===== config.mk =====
export PLATFORM = sky130hd
export DESIGN_NAME = prog_loader
export DESIGN_NICKNAME = d
export VERILOG_FILES = /design/src/rtl/prog_loader.sv
export SDC_FILE = /design/constraint.sdc
export NUM_CORES = 1
export LEC_CHECK = 0
export CORE_ASPECT_RATIO = 1.5
export CORE_MARGIN = 2
export CORE_UTILIZATION = 51
export CTS_BUF_LIST = sky130_fd_sc_hd__clkbuf_2 sky130_fd_sc_hd__clkbuf_4 sky130_fd_sc_hd__clkbuf_8
export CTS_CLUSTER_SIZE = 25
export DETAILED_ROUTE_END_ITERATION = 7
export PLACE_DENSITY = 0.93
export SYNTH_ARGS = -nofsm -noshare
export SYNTH_HDL_FRONTEND = slang
export SYNTH_SLANG_ARGS = --single-unit

===== constraint.sdc =====
create_clock -name clk -period 5.35 [get_ports clk]
set_input_delay 0.535 -clock clk [delete_from_list [all_inputs] [get_ports clk]]
set_output_delay 0.535 -clock clk [all_outputs]
set_load 0.02 [all_outputs]

===== src/rtl/prog_loader.sv =====
// Boot loader between the POCO core and its instruction RAM: streams an image into RAM
// while the core is held in reset, then hands the RAM port over to the core.
module prog_loader #(
    parameter int DATA_W     = 16,
    parameter int ADDR_W     = 16,
    parameter int LOAD_WORDS = 256,
    parameter int BASE_ADDR  = 0
) (
    input  logic              clk,
    input  logic              rst_n,
    input  logic              start,
    input  logic              s_valid,
    output logic              s_ready,
    input  logic [DATA_W-1:0] s_data,
    input  logic [ADDR_W-1:0] cpu_addr,
    input  logic [DATA_W-1:0] cpu_din,
    input  logic              cpu_we,
    output logic              cpu_rst_n,
    output logic              ram_en,
    output logic              ram_we,
    output logic [ADDR_W-1:0] ram_addr,
    output logic [DATA_W-1:0] ram_din,
    output logic              busy,
    output logic              done,
    output logic [DATA_W-1:0] csum
);

    // Stream handshake: a word transfers on a rising edge where s_valid && s_ready.
    // s_ready never depends on s_valid; s_valid may be raised at any time.

    typedef enum logic [1:0] {
        S_IDLE    = 2'd0,
        S_LOAD    = 2'd1,
        S_RELEASE = 2'd2,
        S_RUN     = 2'd3
    } state_t;

    localparam logic [ADDR_W-1:0] LAST_CNT = ADDR_W'(LOAD_WORDS - 1);
    localparam logic [ADDR_W-1:0] BASE     = ADDR_W'(BASE_ADDR);

    state_t              state_q, state_d;
    logic [ADDR_W-1:0]   cnt_q, cnt_d;
    logic [DATA_W-1:0]   csum_q, csum_d;
    logic                ram_en_q, ram_en_d;
    logic                ram_we_q, ram_we_d;
    logic [ADDR_W-1:0]   ram_addr_q, ram_addr_d;
    logic [DATA_W-1:0]   ram_din_q, ram_din_d;
    logic                s_ready_q, s_ready_d;
    logic                busy_q, busy_d;
    logic                done_q, done_d;
    logic                cpu_rst_n_q, cpu_rst_n_d;
    logic                hs;

    assign hs = s_valid & s_ready_q;

    always_comb begin
        state_d    = state_q;
        cnt_d      = cnt_q;
        csum_d     = csum_q;
        ram_en_d   = 1'b0;
        ram_we_d   = 1'b0;
        ram_addr_d = ram_addr_q;
        ram_din_d  = ram_din_q;

        case (state_q)
            S_IDLE, S_RUN: begin
                if (start) begin
                    state_d = S_LOAD;
                    cnt_d   = '0;
                    csum_d  = '0;
                end
            end
            S_LOAD: begin
                if (hs) begin
                    ram_en_d   = 1'b1;
                    ram_we_d   = 1'b1;
                    ram_addr_d = BASE + cnt_q;
                    ram_din_d  = s_data;
                    cnt_d      = cnt_q + ADDR_W'(1);
                    csum_d     = csum_q + s_data;
                    if (cnt_q == LAST_CNT) begin
                        state_d = S_RELEASE;
                    end
                end
            end
            S_RELEASE: state_d = S_RUN;
            default:   state_d = S_IDLE;
        endcase

        // Status flags are registered from the next state so they align with it.
        s_ready_d   = (state_d == S_LOAD);
        busy_d      = (state_d == S_LOAD) || (state_d == S_RELEASE);
        done_d      = (state_d == S_RUN);
        cpu_rst_n_d = (state_d == S_RUN);
    end

    always_ff @(posedge clk or negedge rst_n) begin
        if (!rst_n) begin
            state_q     <= S_IDLE;
            cnt_q       <= '0;
            csum_q      <= '0;
            ram_en_q    <= 1'b0;
            ram_we_q    <= 1'b0;
            ram_addr_q  <= '0;
            ram_din_q   <= '0;
            s_ready_q   <= 1'b0;
            busy_q      <= 1'b0;
            done_q      <= 1'b0;
            cpu_rst_n_q <= 1'b0;
        end else begin
            state_q     <= state_d;
            cnt_q       <= cnt_d;
            csum_q      <= csum_d;
            ram_en_q    <= ram_en_d;
            ram_we_q    <= ram_we_d;
            ram_addr_q  <= ram_addr_d;
            ram_din_q   <= ram_din_d;
            s_ready_q   <= s_ready_d;
            busy_q      <= busy_d;
            done_q      <= done_d;
            cpu_rst_n_q <= cpu_rst_n_d;
        end
    end

    // Once running, the core owns the RAM port combinationally.
    assign ram_en    = (state_q == S_RUN) ? 1'b1     : ram_en_q;
    assign ram_we    = (state_q == S_RUN) ? cpu_we   : ram_we_q;
    assign ram_addr  = (state_q == S_RUN) ? cpu_addr : ram_addr_q;
    assign ram_din   = (state_q == S_RUN) ? cpu_din  : ram_din_q;

    assign s_ready   = s_ready_q;
    assign busy      = busy_q;
    assign done      = done_q;
    assign cpu_rst_n = cpu_rst_n_q;
    assign csum      = csum_q;

endmodule


==> key figures, run 1 <==
Outcome
  • Run status: complete, no violations

Cells and area
  • Post-layout nets: 558
  • Layout cells sized above 1: 0.176
  • # diodes: 0
  • Post-Layout Inst Area: 5360 um^2
  • Syn-to-layout area delta: 33.5%

Setup path
  • Reg2reg setup slack: 1.66 ns
  • Buffers and inverters on the worst path: 2
  • Reg-to-Reg End: csum[14]
  • R2r startpoint: state_q[1]
  • Crit-path max FO: 22
  • Largest delay share family, worst path: simple AND/OR/NAND/NOR gates
  • Setup crit end kind: register
  • Startpoint Class: register
  • CP Cell Sequence: inv_1 > ha_1 > nand3_1 > clkinv_1 > nand2_1 > nor3b_1 > a311oi_1 > o211ai_1
  • Worst r2r path cells: 8
  • CP max stage delay: 0.83 ns
  • Worst path arrival time: 3.93 ns
  • Worst setup startpoint: state_q[1]
  • Required @ worst endpoint: 5.59 ns
  • Critical path type: reg2reg
  • Worst path slowest cell: clkinv_1

Synthesis
  • Synth cell types: 49
  • Post-synth EDFFs: 0
  • Mux share of post-synthesis cell area: 0.176
  • Compound-Gate Fraction of Synth Area: 0.105
  • Async set-reset flop share out of synthesis: 1.00
  • Simple-gate share of the synthesized area: 0.140
  • XOR/XNOR Fraction of Synth Area: 0.0415
  • Largest cells by area after synthesis: dfrtp_1 44%, mux2_2 17%, ha_1 6.5%
  • Post-Synth Adder-Cell Area: 0.0704
  • Top cells by count, synth: 70 x dfrtp_1, 62 x mux2_2, 32 x nand2_1, 32 x o21ai_0, 21 x ha_1
  • Cell with the most instances after synthesis: dfrtp_1
  • Largest family of logic cells by synthesized area: multiplexers
  • Cell count after synthesis: 382
  • Synthesized area per cell: 10.5 um^2
  • Flops & latches, synth: 70
  • Cell Area, Synth: 4010 um^2
  • Register area share after synthesis: 0.436
  • Synth Flop Type: dfrtp_1
  • Syn nets: 457
  • Post-synth top area share: 0.436
  • Yosys top cell by area: dfrtp_1
  • Synth warn: 0

Clock network
  • TritonCTS clock tree: done
  • Post-CTS Hold Fix Bufs: 0
  • Worst-Skew Late Latency: 0.36 ns
  • Post-CTS Resized: 0
  • CTS Buffer Depth: 2
  • Clock slew at reported path FFs: 0.08 ns
  • Post-CTS setup buffer count: 0
  • Clock buffers created by TritonCTS: 9
  • H-tree depth: 3
  • Root buf cell: clkbuf_8
  • Clock sinks: 70

Drt
  • Via Count: 3396
  • Initial DRC count: 211
  • DR DRC count: 0
  • Vias/cell: 5.76
  • DRT Wirelength: 10500 um
  • Drt wl/cell: 17.8 um
  • Drt pass-1 iters: 4
  • Antenna-violating nets left: 0

Power
  • Maximum vdd drop: 0.281 mV
  • Lkg Pwr: 0.00233 uW
  • PnR Total Power: 2560 uW
  • P per Cell Area: 477 nW/um^2

Job
  • Max Cap Violations: 0

Global route
  • Vias in the first global route: 3633
  • Maximum number of pins on one net before global-route repair: 71
  • First-pass GRT wire length: 17200 um
  • Tot GR Track Use: 0.251
  • Total grt overflow: 0
  • Initial antenna violation count: 0

STA
  • Slew headroom: 0.260
  • Fin crit period: 3.69 ns
  • Clock Skews: 0.0101 ns
  • Final period util: 0.690
  • Max Fclk: 271 MHz
  • Setup tns final: 0 ns
  • Max-slew violations: 0
  • Fin. Hold Viols: 0
  • RSZ-0062 raised after global routing: false
  • Worst-Margin Slew: 1.10 ns
  • Final Setup Violations: 0

Placed design
  • DP Area: 5140 um^2
  • RD Place Congestion: 0.858
  • # port buffers: 106
  • DP Wirelength: 7530 um

Die
  • DIE HEIGHT: 113 um
  • Chip Width: 76.4 um
  • Full die area: 8610 um^2
  • Core box area: 7610 um^2
  • Initial core utilization: 0.527
  • I/O pin cnt: 107
  • Row count: 39

Worst hold path
  • Hold Crit Class: in2async
-- worst max path at each step --
stage                end  cells past startpoint
5_1_grt         csum[14]                      8
3_5_place_dp    csum[14]                      7
6_report        csum[14]                      8
2_1_floorplan  cnt_q[13]                      7
3_3_place_gp    csum[14]                      7
4_1_cts         csum[14]                      8
-- stage by stage --
step                      setup WS [ns]  instances  hold WS [ns]   util
after floorplan                    3.04        382         0.239      -
after global placement             1.59        574         0.462  0.675
after detailed placement           1.46        574         0.475  0.675
after CTS                          1.61        590         0.407  0.704
after global routing               1.20        590         0.465  0.704
final                              1.66        590         0.365  0.704
-- layer usage --
layer  track usage  vias up  share of wire
met3        0.0514       26          0.052
met1         0.266     1682           0.35
met4         0.124        0          0.033
met5             0        -              0
met2         0.468      102           0.56
li1              -     1586              -
-- power by group --
| part | internal, uW | switching [uW] | total, uW |
|---|---|---|---|
| clock network | 284 | 203 | 488 |
| logic | 598 | 678 | 1280 |
| registers | 678 | 114 | 792 |
-- layout make-up --
cell class | count | area, um^2
multi-input cells | 281 | 2140
fillers | 554 | 2250
clock inverters | 4 | 70.1
clock buffers | 12 | 153
well taps | 102 | 128
repair buffers | 107 | 1060
flip-flops and latches | 70 | 1750
inverters | 14 | 52.6
-- layout by cell type, fill, tap and decap left out, drive strengths merged, types with 2 or more instances in the layout --
master	instances
a211oi	6
a21boi	2
a21oi	14
a22o	2
a311oi	2
and3	3
buf	2
bufinv	2
clkbuf	12
clkdlybuf4s50	105
clkinv	3
dfrtp	70
ha	21
inv	13
mux2	62
nand2	32
nand2b	4
nand3	9
nand3b	4
nand4	11
nor2	19
nor2b	4
nor3	5
nor4	2
o211ai	3
o21ai	32
o21bai	2
or3	5
xnor2	8
xor2	11
-- kinds of logic after synthesis --
family                   count (synthesis)
AO/OA/AOI/OAI                           70
XOR/XNOR                                19
adder cells (fa/ha/maj)                 22
buffers and inverters                   31
flip-flops                              70
multiplexers                            63
AND/OR/NAND/NOR                        107
-- flip-flops by register name, summed over array words and instances, names as in the netlist, 2 cells and up --
signal / flops
cnt_q: 16
csum: 16
ram_addr_q: 16
ram_din_q: 16
state_q: 2
Note: power is estimated with default switching activity, not from simulation.
==> inputs of run 2 (changes only) <==
Settings changed: CORE_UTILIZATION 51 to 46, PLACE_DENSITY 0.93 to 0.89.
Clock period 5.35 ns to 3 ns, I/O delays scaled along.
==> run 2 against run 1 <==
Effect of this change:
- combinational power is 79% higher
- sequential power is 77% higher
- first-iteration DRC count is 0.47% lower
- clock power is 49% higher
- sequential cell count stayed put
- total power is 73% higher
==> key figures, run 2 (same netlist as run 1, synthesis figures left out) <==
Outcome
  • Run status: complete, no violations

STA
  • Final Setup Violations: 0 (unchanged)
  • Max Fclk: 358 MHz
  • Setup tns final: 0 ns (unchanged)
  • Final period util: 0.932
  • Slew headroom: 0.422 (+0.162)
  • Clock Skews: 0.00812 ns (-0.00193 ns)
  • Fin crit period: 2.80 ns
  • Fin. Hold Viols: 0 (unchanged)
  • Worst-Margin Slew: 0.868 ns (-0.236 ns)
  • Hold Worst Slack: 0.122 ns (-0.242 ns)
  • RSZ-0062 raised after global routing: false
  • Max-slew violations: 0 (unchanged)

Power
  • Internal power: 2660 uW (+71%)
  • PnR Total Power: 4420 uW (+73%)
  • Lkg Pwr: 0.00234 uW (+0.23%)
  • Comb power frac: 0.518 (+0.019)
  • Switching power: 1760 uW (+77%)
  • Flop pwr share: 0.318 (+0.008)
  • Sw Share: 0.398 (+0.00904)
  • Clk network pwr share: 0.164 (-0.027)
  • P per Cell Area: 822 nW/um^2 (+72%)
  • Maximum vdd drop: 0.468 mV (+67%)

Setup path
  • Reg2reg setup slack: 0.49 ns (-1.17 ns)
  • Largest delay share family, worst path: buffers and inverters
  • R2r startpoint: state_q[0]
  • Worst r2r path cells: 9 (+1)
  • Required @ worst endpoint: 2.70 ns (-2.89 ns)
  • Reg-to-Reg End: cnt_q[14]
  • CP max stage delay: 0.55 ns (-0.28 ns)
  • Worst path slowest cell: clkdlybuf4s50_1
  • Crit-path max FO: 16 (-27%)
  • Critical path type: reg2out
  • Worst path arrival time: 2.50 ns (-1.43 ns)
  • CP Cell Sequence: ha_2 > buf_4 > mux2_2 > clkdlybuf4s50_1
  • Startpoint Class: register
  • Setup crit end kind: output port
  • Buffers and inverters on the worst path: 2 (unchanged)

Drt
  • DR DRC count: 0 (unchanged)
  • Drt wl/cell: 17.2 um (-3.1%)
  • Antenna-violating nets left: 0 (unchanged)
  • DRT Wirelength: 10400 um (-1.1%)
  • Via Count: 3373 (-0.68%)
  • Vias/cell: 5.60 (-2.7%)
  • Drt pass-1 iters: 5 (+1)
  • Initial DRC count: 210 (-0.47%)

Placed design
  • # port buffers: 106 (unchanged)
  • DP Wirelength: 7800 um (+3.5%)
  • RD Place Congestion: 0.878 (+2.2%)
  • DP Area: 5190 um^2 (+1.1%)

Global route
  • Maximum number of pins on one net before global-route repair: 71 (unchanged)
  • Tot GR Track Use: 0.231 (-0.0204)
  • GR peak layer: met2
  • Total grt overflow: 0 (unchanged)
  • Initial antenna violation count: 0 (unchanged)
  • Vias in the first global route: 3565 (-1.9%)
  • Met3 Usage GRT: 0.0298 (-0.0217)
  • Met2 GRT Util: 0.412 (-0.0565)
  • Met1 usage: 0.250 (-0.0167)
  • First-pass GRT wire length: 16900 um (-1.7%)

Clock network
  • Post-CTS Hold Fix Bufs: 0 (unchanged)
  • Worst-Skew Late Latency: 0.36 ns (about the same)
  • Post-CTS setup buffer count: 0 (unchanged)
  • H-tree depth: 3 (unchanged)
  • Clock buffers created by TritonCTS: 9 (unchanged)
  • Post-CTS Resized: 0 (unchanged)
  • Clock slew at reported path FFs: 0.08 ns (about the same)
  • Root buf cell: clkbuf_8
  • Clock sinks: 70 (unchanged)
  • TritonCTS clock tree: done
  • CTS Buffer Depth: 2 (unchanged)

Die
  • Row count: 41 (+5.1%)
  • Full die area: 9500 um^2 (+10%)
  • DIE HEIGHT: 118 um (+5.1%)
  • Chip Width: 80.3 um (+5.0%)
  • I/O pin cnt: 107 (unchanged)
  • Initial core utilization: 0.474 (-0.0531)
  • Core box area: 8460 um^2 (+11%)

Cells and area
  • Most common library cell in the layout ignoring fill and taps: clkdlybuf4s50_1
  • Layout cells sized above 1: 0.188 (+0.0116)
  • Fillers: 688 (+24%)
  • Most frequent cells in the layout: 105 x clkdlybuf4s50_1, 70 x dfrtp_1, 62 x mux2_2
  • # diodes: 0 (unchanged)
  • Post-Layout Inst Area: 5390 um^2 (+0.49%)
  • Post-layout nets: 565 (+1.3%)
  • Syn-to-layout area delta: 34.2%

Job
  • Max Cap Violations: 0 (unchanged)

Worst hold path
  • Hold Crit Class: in2async
## run 2: through the flow
stage,utilization,cells,worst slack [ns]
6_report,0.636,602,0.204
5_1_grt,0.636,602,0.125
4_1_cts,0.636,602,0.160
3_5_place_dp,0.614,586,0.223
3_3_place_gp,0.614,586,0.307
2_1_floorplan,-,382,0.686
## run 2: layout make-up
class | instances | area, um^2 | share of cell area
multi-input combinational | 281 | 2140 | 0.398
timing repair buffer | 114 | 1120 | 0.207
inverter | 14 | 52.6 | 0.00976
tap | 107 | 134 | 0.0249
clock inverter | 4 | 31.3 | 0.00581
clock buffer | 12 | 159 | 0.0295
sequential | 70 | 1750 | 0.325
## run 2: power groups by stage
stage	Clock (uW)	Combinational (uW)	Sequential (uW)
3_5_place_dp	0	2280	1420
6_report	727	2290	1400
3_3_place_gp	0	2210	1410
4_1_cts	738	2290	1410
5_1_grt	773	2500	1440
2_1_floorplan	0	1300	1480
## run 2: worst max path at each step
stage / startpoint / to / slack [ns] / cells past startpoint
2_1_floorplan: state_q[0] / cnt_q[13] / 0.69 / 7
3_3_place_gp: s_data[0] / csum[14] / 0.31 / 10
3_5_place_dp: s_data[0] / csum[14] / 0.22 / 10
4_1_cts: state_q[0] / ram_din[7] / 0.16 / 4
5_1_grt: state_q[0] / ram_din[7] / 0.13 / 4
6_report: state_q[0] / ram_din[7] / 0.20 / 4
## run 2: per-layer routing
| metal | wire [um] | vias to the layer above |
|---|---|---|
| met5 | 0 | - |
| met4 | 510 | 0 |
| met3 | 399 | 34 |
| met2 | 5610 | 105 |
| met1 | 3860 | 1646 |
| li1 | - | 1588 |
==> inputs of run 3 (changes only) <==
Settings changed: CORE_UTILIZATION 46 to 51, DONT_BUFFER_PORTS set to 1, PLACE_DENSITY 0.89 to 0.78.
==> run 3 against run 2 <==
Effect of this change:
- core utilization decreased by 6.9 points
- hold slack worse by 0.025 ns
- routed wire length down 13%
- sequential power is 10% higher
- critical endpoint is now csum[12]
- highest routed layer unchanged
- critical path depth is 5 higher
- combinational power down 30%
- cell count decreased by 19%
==> key figures, run 3 (same netlist as run 1, synthesis figures left out) <==
Outcome
  • Run status: complete, no violations

Clock network
  • TritonCTS clock tree: done
  • H-tree depth: 3 (unchanged)
  • CTS Buffer Depth: 2 (unchanged)
  • Post-CTS Resized: 0 (unchanged)
  • Worst-Skew Late Latency: 0.35 ns (about the same)
  • Post-CTS setup buffer count: 0 (unchanged)
  • Clock slew at reported path FFs: 0.07 ns (about the same)
  • Root buf cell: clkbuf_8
  • Post-CTS Hold Fix Bufs: 2 (+2)
  • Clock buffers created by TritonCTS: 9 (unchanged)
  • Clock sinks: 70 (unchanged)

STA
  • RSZ-0062 raised after global routing: false
  • Max Fclk: 398 MHz (+11%)
  • Slew headroom: 0.574 (+0.152)
  • Max-slew violations: 0 (unchanged)
  • Final Setup Violations: 0 (unchanged)
  • Fin crit period: 2.52 ns (-0.280 ns)
  • Fin. Hold Viols: 0 (unchanged)
  • Clock Skews: 0.00851 ns (+0.000390 ns)
  • Worst-Margin Slew: 0.637 ns (-0.230 ns)
  • Setup tns final: 0 ns (unchanged)
  • Final worst setup slack: 0.484 ns (+0.280 ns)
  • Final period util: 0.839 (-0.0934)

Drt
  • DRT Wirelength: 9070 um (-13%)
  • Vias/cell: 6.00 (+7.1%)
  • Drt wl/cell: 18.5 um (+7.4%)
  • Drt pass-1 iters: 4 (-1)
  • Antenna-violating nets left: 0 (unchanged)
  • Via Count: 2941 (-13%)
  • DR DRC count: 0 (unchanged)
  • Initial DRC count: 176 (-16%)

Setup path
  • CP most frequent cell: o21ai_0
  • Setup crit end kind: register
  • CP Cell Sequence: ha_1 > inv_1 > fa_1 > nand2b_1 > a21oi_1 > o32ai_1 > o21ai_0 > xnor2_1 > o21ai_0
  • Required @ worst endpoint: 3.23 ns (+0.53 ns)
  • Startpoint Class: register
  • Crit-path max FO: 4 (-12)
  • Largest delay share family, worst path: compound AO/OA/AOI/OAI gates
  • Worst path slowest cell: o32ai_1
  • Critical path type: reg2reg
  • Buffers and inverters on the worst path: 1 (-1)
  • CP max stage delay: 0.59 ns (+0.04 ns)
  • Worst path arrival time: 2.74 ns (+0.24 ns)

Global route
  • Vias in the first global route: 3037 (-15%)
  • Total grt overflow: 0 (unchanged)
  • Maximum number of pins on one net before global-route repair: 71 (unchanged)
  • Initial antenna violation count: 0 (unchanged)
  • Tot GR Track Use: 0.216 (-0.0146)
  • First-pass GRT wire length: 14600 um (-14%)

Cells and area
  • Area of the multi-input gates: 2140 um^2 (unchanged)
  • Syn-to-layout area delta: 7.61%
  • Most frequent cells in the layout: 70 x dfrtp_1, 62 x mux2_2, 32 x o21ai_0, 32 x nand2_1, 20 x ha_1
  • Util after Layout: 0.567 (-0.0688)
  • Most common library cell in the layout ignoring fill and taps: dfrtp_1
  • # diodes: 0 (unchanged)
  • Post-layout nets: 459 (-19%)
  • Fillers: 687 (-0.15%)
  • Layout cells sized above 1: 0.232 (+0.0441)
  • Register area: 1750 um^2 (unchanged)

Die
  • Row count: 39 (-4.9%)
  • I/O pin cnt: 107 (unchanged)
  • DIE HEIGHT: 113 um (-4.9%)
  • Chip Width: 76.4 um (-4.8%)
  • Core box area: 7610 um^2 (-10%)
  • Initial core utilization: 0.527 (+0.0531)
  • Full die area: 8610 um^2 (-9.4%)

Placed design
  • DP Wirelength: 6700 um (-14%)
  • RD Place Congestion: 0.931 (+6.1%)
  • # port buffers: 0 (-100%)
  • Dpl ws: 0.486 ns (+0.262 ns)

Power
  • Maximum vdd drop: 0.527 mV (+13%)
  • Lkg Pwr: 0.00195 uW (-17%)
  • P per Cell Area: 885 nW/um^2 (+7.8%)

Worst hold path
  • Hold Crit Class: in2reg

Job
  • Max Cap Violations: 0 (unchanged)
==> run 3: changes by cell type in the layout (fill, tap and decap cells not counted), sizes merged <==
cell / delta
dlygate4sd3: +1
clkinv: +1
clkdlybuf4s50: -105
buf: -2
clkinvlp: -3
clkbuf: +1
==> run 3: layout make-up <==
type,instances,area share
clock inverter,2,0.00232
multi-input combinational,281,0.496
timing repair buffer,8,0.0191
tap,102,0.0295
clock buffer,13,0.0356
sequential,70,0.406
inverter,14,0.0122
==> run 3: where the power goes <==
part	internal, uW	switching (uW)
combinational	661	945
clock	331	343
sequential	1210	337
==> run 3: final timing paths <==
kind | depth (start not counted) | slack [ns] | start | end
hold / removal | 1 | 0.1 | s_data[9] | ram_din_q[9]
max in group asynchronous | 2 | 2.21 | rst_n | ram_din_q[6]
hold reg to reg | 2 | 0.49 | ram_addr_q[11] | ram_addr_q[11]
min in group asynchronous | 2 | 0.50 | rst_n | busy
setup reg to reg | 9 | 0.48 | csum[0] | csum[12]
setup / recovery | 9 | 0.48 | csum[0] | csum[12]
==> run 3: per-stage QoR <==
step | instances | cell area [um^2] | total power [uW] | hold WS (ns)
2_1_floorplan | 382 | 4010 | 2780 | 0.00441
3_3_place_gp | 473 | 4120 | 3090 | 0.00676
3_5_place_dp | 473 | 4120 | 3140 | 0.00715
4_1_cts | 490 | 4320 | 3840 | 0.0844
5_1_grt | 490 | 4320 | 4070 | 0.0890
6_report | 490 | 4320 | 3820 | 0.0971
==> run 3: layer usage <==
| metal | global-route usage | part of all wire |
|---|---|---|
| met5 | 0 | 0 |
| met4 | 0.0909 | 0.024 |
| met3 | 0.0523 | 0.059 |
| met2 | 0.401 | 0.54 |
| met1 | 0.233 | 0.37 |
